<file path="src/rtl/branch_resolve_queue.sv">
// branch_resolve_queue: in-order record of fetch-time branch predictions, checked at EX resolve.
// Optional BRQ_STAT_EN adds saturating resolve/mispredict counters.  Rev 1.0
`default_nettype none

module branch_resolve_queue #(
  parameter int DEPTH_LOG = 3,
  parameter int CNT_WIDTH = 16
) (
  input  logic                 clk,
  input  logic                 rstn,
  input  logic                 push_valid,
  output logic                 push_ready,
  input  logic [31:0]          push_pc,
  input  logic [31:0]          push_pred_pc,
  input  logic [1:0]           push_pred_taken,
  input  logic                 push_hit,
  input  logic                 res_valid,
  input  logic                 res_taken,
  input  logic [31:0]          res_tpc,
  input  logic                 flush,
  output logic [31:0]          fact_pc,
  output logic [31:0]          fact_tpc,
  output logic                 fact_taken,
  output logic                 predict_dir_fail,
  output logic                 predict_add_fail,
  output logic                 redirect_valid,
  output logic [31:0]          redirect_pc,
  output logic                 empty,
`ifdef BRQ_STAT_EN
  output logic [CNT_WIDTH-1:0] stat_resolved,
  output logic [CNT_WIDTH-1:0] stat_mispred,
`endif
  output logic                 res_err
);

  localparam int DEPTH = 1 << DEPTH_LOG;
  localparam logic [DEPTH_LOG:0] c_depth = (DEPTH_LOG+1)'(DEPTH);

  logic [31:0] pc_mem  [DEPTH];
  logic [31:0] tpc_mem [DEPTH];
  logic        dir_mem [DEPTH];

  logic [DEPTH_LOG-1:0] head_q, head_d;
  logic [DEPTH_LOG-1:0] tail_q, tail_d;
  logic [DEPTH_LOG:0]   count_q, count_d;
  logic                 res_err_q, res_err_d;

  logic [31:0] fact_pc_q, fact_pc_d;
  logic [31:0] fact_tpc_q, fact_tpc_d;
  logic        fact_taken_q, fact_taken_d;
  logic        dir_fail_q, dir_fail_d;
  logic        add_fail_q, add_fail_d;
  logic        redir_q, redir_d;
  logic [31:0] redir_pc_q, redir_pc_d;

  logic        w_empty;
  logic        w_push_acc;
  logic        w_res_acc;
  logic [31:0] w_head_pc;
  logic [31:0] w_head_tpc;
  logic        w_head_dir;
  logic        w_dir_fail;
  logic        w_add_fail;
  logic        w_mispred;

  assign w_empty    = (count_q == '0);
  assign push_ready = (count_q != c_depth);
  assign w_push_acc = push_valid & push_ready;
  assign w_res_acc  = res_valid & ~w_empty & ~flush;

  assign w_head_pc  = pc_mem[head_q];
  assign w_head_tpc = tpc_mem[head_q];
  assign w_head_dir = dir_mem[head_q];

  assign w_dir_fail = (w_head_dir != res_taken);
  assign w_add_fail = w_head_dir & res_taken & (w_head_tpc != res_tpc);
  assign w_mispred  = w_res_acc & (w_dir_fail | w_add_fail);

  // Storage is written on every accepted push; a push dropped by a mispredict
  // lands in a slot the pointer reset immediately abandons.
  always_ff @(posedge clk) begin
    if (w_push_acc) begin
      pc_mem[tail_q]  <= push_pc;
      tpc_mem[tail_q] <= push_pred_pc;
      dir_mem[tail_q] <= push_hit & push_pred_taken[push_pc[2]];
    end
  end

  always_comb begin
    head_d       = head_q;
    tail_d       = tail_q;
    count_d      = count_q;
    res_err_d    = res_err_q;
    fact_pc_d    = fact_pc_q;
    fact_tpc_d   = fact_tpc_q;
    fact_taken_d = fact_taken_q;
    dir_fail_d   = 1'b0;
    add_fail_d   = 1'b0;
    redir_d      = 1'b0;
    redir_pc_d   = redir_pc_q;

    if (flush) begin
      head_d  = '0;
      tail_d  = '0;
      count_d = '0;
    end else begin
      if (res_valid & w_empty) begin
        res_err_d = 1'b1;
      end
      if (w_res_acc) begin
        fact_pc_d    = w_head_pc;
        fact_tpc_d   = res_tpc;
        fact_taken_d = res_taken;
        dir_fail_d   = w_dir_fail;
        add_fail_d   = w_add_fail;
      end
      if (w_mispred) begin
        // Everything younger is on the wrong path, including a same-cycle push.
        redir_d    = 1'b1;
        redir_pc_d = res_taken ? res_tpc : (w_head_pc + 32'd4);
        head_d     = '0;
        tail_d     = '0;
        count_d    = '0;
      end else begin
        if (w_push_acc) begin
          tail_d = tail_q + DEPTH_LOG'(1);
        end
        if (w_res_acc) begin
          head_d = head_q + DEPTH_LOG'(1);
        end
        count_d = count_q + {{DEPTH_LOG{1'b0}}, w_push_acc}
                          - {{DEPTH_LOG{1'b0}}, w_res_acc};
      end
    end
  end

  always_ff @(posedge clk) begin
    if (!rstn) begin
      head_q       <= '0;
      tail_q       <= '0;
      count_q      <= '0;
      res_err_q    <= 1'b0;
      fact_pc_q    <= 32'h0;
      fact_tpc_q   <= 32'h0;
      fact_taken_q <= 1'b0;
      dir_fail_q   <= 1'b0;
      add_fail_q   <= 1'b0;
      redir_q      <= 1'b0;
      redir_pc_q   <= 32'h0;
    end else begin
      head_q       <= head_d;
      tail_q       <= tail_d;
      count_q      <= count_d;
      res_err_q    <= res_err_d;
      fact_pc_q    <= fact_pc_d;
      fact_tpc_q   <= fact_tpc_d;
      fact_taken_q <= fact_taken_d;
      dir_fail_q   <= dir_fail_d;
      add_fail_q   <= add_fail_d;
      redir_q      <= redir_d;
      redir_pc_q   <= redir_pc_d;
    end
  end

`ifdef BRQ_STAT_EN
  logic [CNT_WIDTH-1:0] stat_res_q, stat_res_d;
  logic [CNT_WIDTH-1:0] stat_mis_q, stat_mis_d;

  always_comb begin
    stat_res_d = stat_res_q;
    stat_mis_d = stat_mis_q;
    if (w_res_acc && (stat_res_q != '1)) begin
      stat_res_d = stat_res_q + CNT_WIDTH'(1);
    end
    if (w_mispred && (stat_mis_q != '1)) begin
      stat_mis_d = stat_mis_q + CNT_WIDTH'(1);
    end
  end

  always_ff @(posedge clk) begin
    if (!rstn) begin
      stat_res_q <= '0;
      stat_mis_q <= '0;
    end else begin
      stat_res_q <= stat_res_d;
      stat_mis_q <= stat_mis_d;
    end
  end

  assign stat_resolved = stat_res_q;
  assign stat_mispred  = stat_mis_q;
`endif

  assign fact_pc          = fact_pc_q;
  assign fact_tpc         = fact_tpc_q;
  assign fact_taken       = fact_taken_q;
  assign predict_dir_fail = dir_fail_q;
  assign predict_add_fail = add_fail_q;
  assign redirect_valid   = redir_q;
  assign redirect_pc      = redir_pc_q;
  assign empty            = w_empty;
  assign res_err          = res_err_q;

endmodule

`default_nettype wire

</file>
<file path="config.mk">
export PLATFORM = sky130hd
export DESIGN_NAME = branch_resolve_queue
export DESIGN_NICKNAME = d
export VERILOG_FILES = /design/src/rtl/branch_resolve_queue.sv
export SDC_FILE = /design/constraint.sdc
export NUM_CORES = 1
export LEC_CHECK = 0
export CAP_MARGIN = 20
export CORE_MARGIN = 1
export CORE_UTILIZATION = 35
export CTS_BUF_LIST = sky130_fd_sc_hd__clkbuf_16
export DETAILED_ROUTE_END_ITERATION = 10
export PLACE_DENSITY_LB_ADDON = 0.08
export SLEW_MARGIN = 20
export SYNTH_ARGS = -nofsm -noshare
export SYNTH_HDL_FRONTEND = slang
export SYNTH_SLANG_ARGS = --single-unit
</file>
<file path="constraint.sdc">
create_clock -name clk -period 6.55 [get_ports clk]
set_input_delay 1.31 -clock clk [delete_from_list [all_inputs] [get_ports clk]]
set_output_delay 1.31 -clock clk [all_outputs]
set_load 0.01 [all_outputs]
</file>
==> Word level (Yosys, flattened, before mapping) <==
Memory sizes are Yosys's and may differ from the RTL's. A register that Yosys moved wholly into a read port is not among the register bits.
Index checks and enable logic that the tools add are counted.
{ "totals": {"ff_bits": 111, "ram_bits": 520, "input_bits": 105, "output_inout_bits": 103, "wordCells": 55, "memories": 3} }
{ "op_classes": {"add_sub_neg": 5, "magnitude_cmp": 1, "n_eq_ne": 3, "muxes": 12, "bitwise_logic": 13, "reduce_logical": 7} }
{ "mem_list": {"columns": ["name", "depth", "width", "rd", "rd_clocked_by_memory_dff", "wr", "line_no", "text"], "rows": [
  ["pc_mem", 8, 32, 1, 1, 1, "39", "logic [31:0] pc_mem [DEPTH];"],
  ["tpc_mem", 8, 32, 1, 1, 1, "40", "logic [31:0] tpc_mem [DEPTH];"],
  ["dir_mem", 8, 1, 1, 1, 1, "41", "logic dir_mem [DEPTH];"]
]} }
{ "op_table": {"columns": ["cell", "count"], "rows": [
  ["$add A32 B3 Y32 const B", 1],
  ["$mux W32", 1],
  ["$ne A32 B32 Y1", 1],
  ["$mux W3", 6],
  ["$and A1 B1 Y1", 8],
  ["$add A3 B1 Y3 const B", 2],
  ["$reduce_and A2 Y1", 3],
  ["$reduce_or A3 Y1", 2],
  ["$mux W1", 5],
  ["$add A4 B1 Y4", 1],
  ["$logic_not A4 Y1", 1],
  ["$ne A4 B4 Y1 const B", 1],
  ["$not A1 Y1", 4],
  ["$sub A4 B1 Y4", 1],
  ["$lt A1 B2 Y1 const B", 1],
  ["$reduce_or A2 Y1", 1],
  ["$ne A1 B1 Y1", 1],
  ["$or A1 B1 Y1", 1]
]} }

==> Longest topological paths before layout <==
{ "depth": {"ltp_word": 7, "depth_mapped": 17, "depth_no_buf": 12} }

==> Worst setup path after synthesis <==
Ideal clock, no wire load.
{ "synth_timing": {"path_type": "input port to flip-flop", "startpoint": "input port push_valid", "endpoint": "memory dir_mem[0] (enable)", "setup_ps": 568, "t_arrival_ps": 6095, "required_ps": 5982, "setup_slack_ps": -113, "stages": 3, "n_path_buf": 0, "path_cell_list": "nand2_1 or2_1 nor3_1"} }
{ "synth_between": {"elab_chain_len": 3} }
{ "synth_rtl": {"columns": ["item", "line_no", "text"], "rows": [
  ["start, declared", "11", "input logic push_valid,"],
  ["$and A1 B1 Y1", "68", "assign w_push_acc = push_valid & push_ready;"],
  ["$mux W1", "82", "if (w_push_acc) begin"],
  ["$mux W1 (implied by the code)", "85", "dir_mem[tail_q] <= push_hit & push_pred_taken[push_pc[2]];"],
  ["end, declared", "41", null]
]} }
No other way between the ends.

==> impl_metrics.json <==
{
  "status": "finished, final reports clean",
  "regArea_mm2": 0.0179,
  "clock_path_buffers": 3,
  "first_pass_iters": 5,
  "yosys-top-cells-area": "edfxtp_1 (61%), dfxtp_1 (9.0%), mux4_2 (8.2%), mux2i_1 (5.3%), nand2_1 (2.4%)",
  "post_cts_buffers": 0,
  "start_util": 0.355,
  "critPathMaxStageDelay_ns": 0.60,
  "p_per_area_mw_per_mm2": 285,
  "startpoint_type": "register",
  "overflow": 0,
  "design_area_mm2": 0.0308,
  "synth_area_per_cell_um2": 16.4,
  "internal-power_w": 0.00682,
  "fin_skew_ns": 0.0230,
  "synth_area_leader_cell": "edfxtp_1",
  "fmax_mhz": 213,
  "cts_inserted_buffers": 69,
  "place_inst": 2666,
  "drv_slew": 0,
  "cts.sinks": 634,
  "stdcell_count": 2796,
  "pwr-share-comb": 0.066,
  "worst_slew_pin_slew_ns": 1.05,
  "ios": 208,
  "cts_tree": "yes",
  "cts_resized": 0,
  "yosysUniqueCellTypes": 70,
  "grt_pass1_wl_mm": 105,
  "grt_max_degree": 73,
  "avgRoutedWirePerCell_um": 26.4,
  "grt_antenna_before_repair": 4,
  "p_clk_frac": 0.425,
  "detailed_place_hpwl_mm": 47.4,
  "synth_warnings": 0,
  "portBuffers": 207,
  "period_share": 0.718,
  "synth_top_area_share": 0.613,
  "arrival_ns": 5.23,
  "placed_cell_area_mm2": 0.0286,
  "crit_path_top_delay_cell": "o41a_1",
  "layout_commonest_cell": "edfxtp_1",
  "rsz0062_at_grt": "no",
  "pre_cts_slack_ns": 1.49,
  "p_sw_w": 0.00196,
  "clk_latency_ns": 0.61,
  "nets": 1904,
  "syn_area_mm2": 0.0255,
  "drt_iter0_drc": 1036,
  "peakVddDrop_v": 0.000174,
  "finalWorstSetupSlack_ns": 1.85,
  "area_growth_pct": 21.1,
  "layout_common_cells": "edfxtp_1 (520), clkdlybuf4s50_1 (205), nand2_1 (161)",
  "fillers": 6429,
  "synth_edf_count": 520,
  "die_w_um": 272,
  "htreeDepth": 3,
  "ys_ff_latch": 634,
  "setup_viol": 0,
  "drt-total-wl_mm": 73.9,
  "fp.dieH_um": 272,
  "std_cell_rows": 98,
  "finalHoldViolCount": 0,
  "core_mm2": 0.0717,
  "drive_gt1_frac": 0.147,
  "netSwitchingFraction": 0.223,
  "crit_type": "reg -> reg",
  "cts.hold.buffers_added": 0,
  "p_seq_frac": 0.509,
  "vias": 14500,
  "grt_pass1_vias": 14500,
  "track_usage": 0.199,
  "path_clk_slew_ns": 0.06,
  "power.leakage_nw": 9.84,
  "layout_min_cycle_time_ns": 4.70,
  "cts_root_buf": "clkbuf_16",
  "crit_path_end_kind": "register",
  "multiInputGateArea_mm2": 0.00706,
  "critPathRequiredTime_ns": 7.08,
  "hp-class": "reg -> reg",
  "synth_ff_type": "edfxtp_1",
  "cp_max_fo": 34,
  "path_cells": "buf_4 > mux4_2 > mux2i_1 > xnor2_1 > nor4_1 > nand4_1 > o41a_1 > o21ai_4 > buf_4 > mux2i_1",
  "fp.dieArea_mm2": 0.0738,
  "seq_area_frac_synth": 0.703,
  "gp_congestion": 0.793,
  "max-cap-violations": 0,
  "syn-instance-count": 1555,
  "drc": 0,
  "synthesis.nets": 1671,
  "ant_nets": 0,
  "synthArstFlopShare": 0,
  "slew_headroom": 0.300,
  "vias_per_cell": 5.19,
  "utilization": 0.430,
  "setup_tns_ns": 0
}
-- stage by stage --
stage                     hold WS (ns)  power (W)
after floorplan                  0.467    0.00482
after global placement           0.442    0.00514
after detailed placement         0.446    0.00514
after CTS                        0.454    0.00890
after global routing             0.468    0.00908
final                            0.452    0.00879
-- logic make-up (layout without fill, tap and decap cells) --
family | Yosys count | after routing | share of synthesized area
adders and majority gates | 11 | 11 | 0.00570
other | 0 | 2 | 0
and+or+nand+nor | 336 | 336 | 0.0616
DFF | 634 | 634 | 0.703
AOI/OAI and AO/OA | 189 | 189 | 0.0493
muxes | 244 | 244 | 0.142
xor gates and xnor gates | 45 | 45 | 0.0155
buffers and inverters | 96 | 385 | 0.0224
-- worst paths after layout --
| check | start | to | slack [ns] | cells past startpoint |
|---|---|---|---|---|
| max reg2reg | register | redirect_pc[6]$_SDFFE_PN0P_ | 1.85 | 10 |
| min reg2reg | fact_tpc[0]$_SDFFE_PN0P_ | fact_tpc[0]$_SDFFE_PN0P_ | 0.45 | 2 |
| min | fact_tpc[0]$_SDFFE_PN0P_ | fact_tpc[0]$_SDFFE_PN0P_ | 0.45 | 2 |
| max | register | redirect_pc[6]$_SDFFE_PN0P_ | 1.85 | 10 |
-- routing by layer --
layer / wire length (µm) / GRT usage / vias to the layer above
met1: 34400 / 0.282 / 7480
met4: 1290 / 0.0528 / 4
met3: 4290 / 0.0446 / 81
met2: 33900 / 0.308 / 408
met5: 27 / 0 / -
li1: - / - / 6542
-- critical path: cells and delay by family, from the launching register on --
family / cells / cell delay [ns]
AO/OA/AOI/OAI: 2 / 1.17
AND/OR/NAND/NOR: 2 / 0.97
XOR/XNOR: 1 / 0.11
flip-flops: 1 / 0.56
multiplexers: 3 / 0.82
buffers and inverters: 2 / 0.95
-- flip-flops by register name, summed over array words and instances (netlist names), 3 cells and up, named ones only --
register and cells:
count_q 4, head_q 3, dir_mem 8, fact_pc 32, redirect_pc 32, fact_tpc 32, pc_mem 256, tpc_mem 256
tail_q 3
-- Yosys cell counts (3+ instances only) --
library cell and count:
a211oi_1 22, a21o_1 4, a21oi_1 56, a22o_1 8
a22oi_1 26, and2_1 8, and3_1 10, buf_1 3
buf_2 13, buf_4 16, buf_6 8, buf_8 5
clkbuf_1 37, dfxtp_1 114, edfxtp_1 520, ha_1 10
inv_1 12, mux2_2 15, mux2i_1 135, mux4_2 93
nand2_1 161, nand2b_1 6, nand3_1 18, nand4_1 13
nand4b_1 4, nor2_1 50, nor2b_1 12, nor3_1 22
nor4_1 10, o2111ai_1 4, o211ai_1 6, o21ai_0 31
o221a_2 3, o221ai_1 3, o22ai_1 3, or3_1 8
xnor2_1 32, xor2_1 13
-- cell type report --
type	instances	share of cell area
clock inverter	55	0.0119
clock buffer	72	0.0585
multi-input combinational	825	0.229
sequential	634	0.581
timing repair buffer	245	0.0790
tap	950	0.0386
antenna	2	0.000162
inverter	13	0.00162
-- power by group through the flow --
| stage | logic [W] | clock network [W] | registers (W) |
|---|---|---|---|
| 2_1_floorplan | 0.000261 | 0 | 0.00456 |
| 4_1_cts | 0.000590 | 0.00384 | 0.00447 |
| 5_1_grt | 0.000623 | 0.00398 | 0.00448 |
| 3_3_place_gp | 0.000583 | 0 | 0.00455 |
| 3_5_place_dp | 0.000587 | 0 | 0.00456 |
| 6_report | 0.000579 | 0.00374 | 0.00447 |
Note: power is estimated with default switching activity, not from simulation.
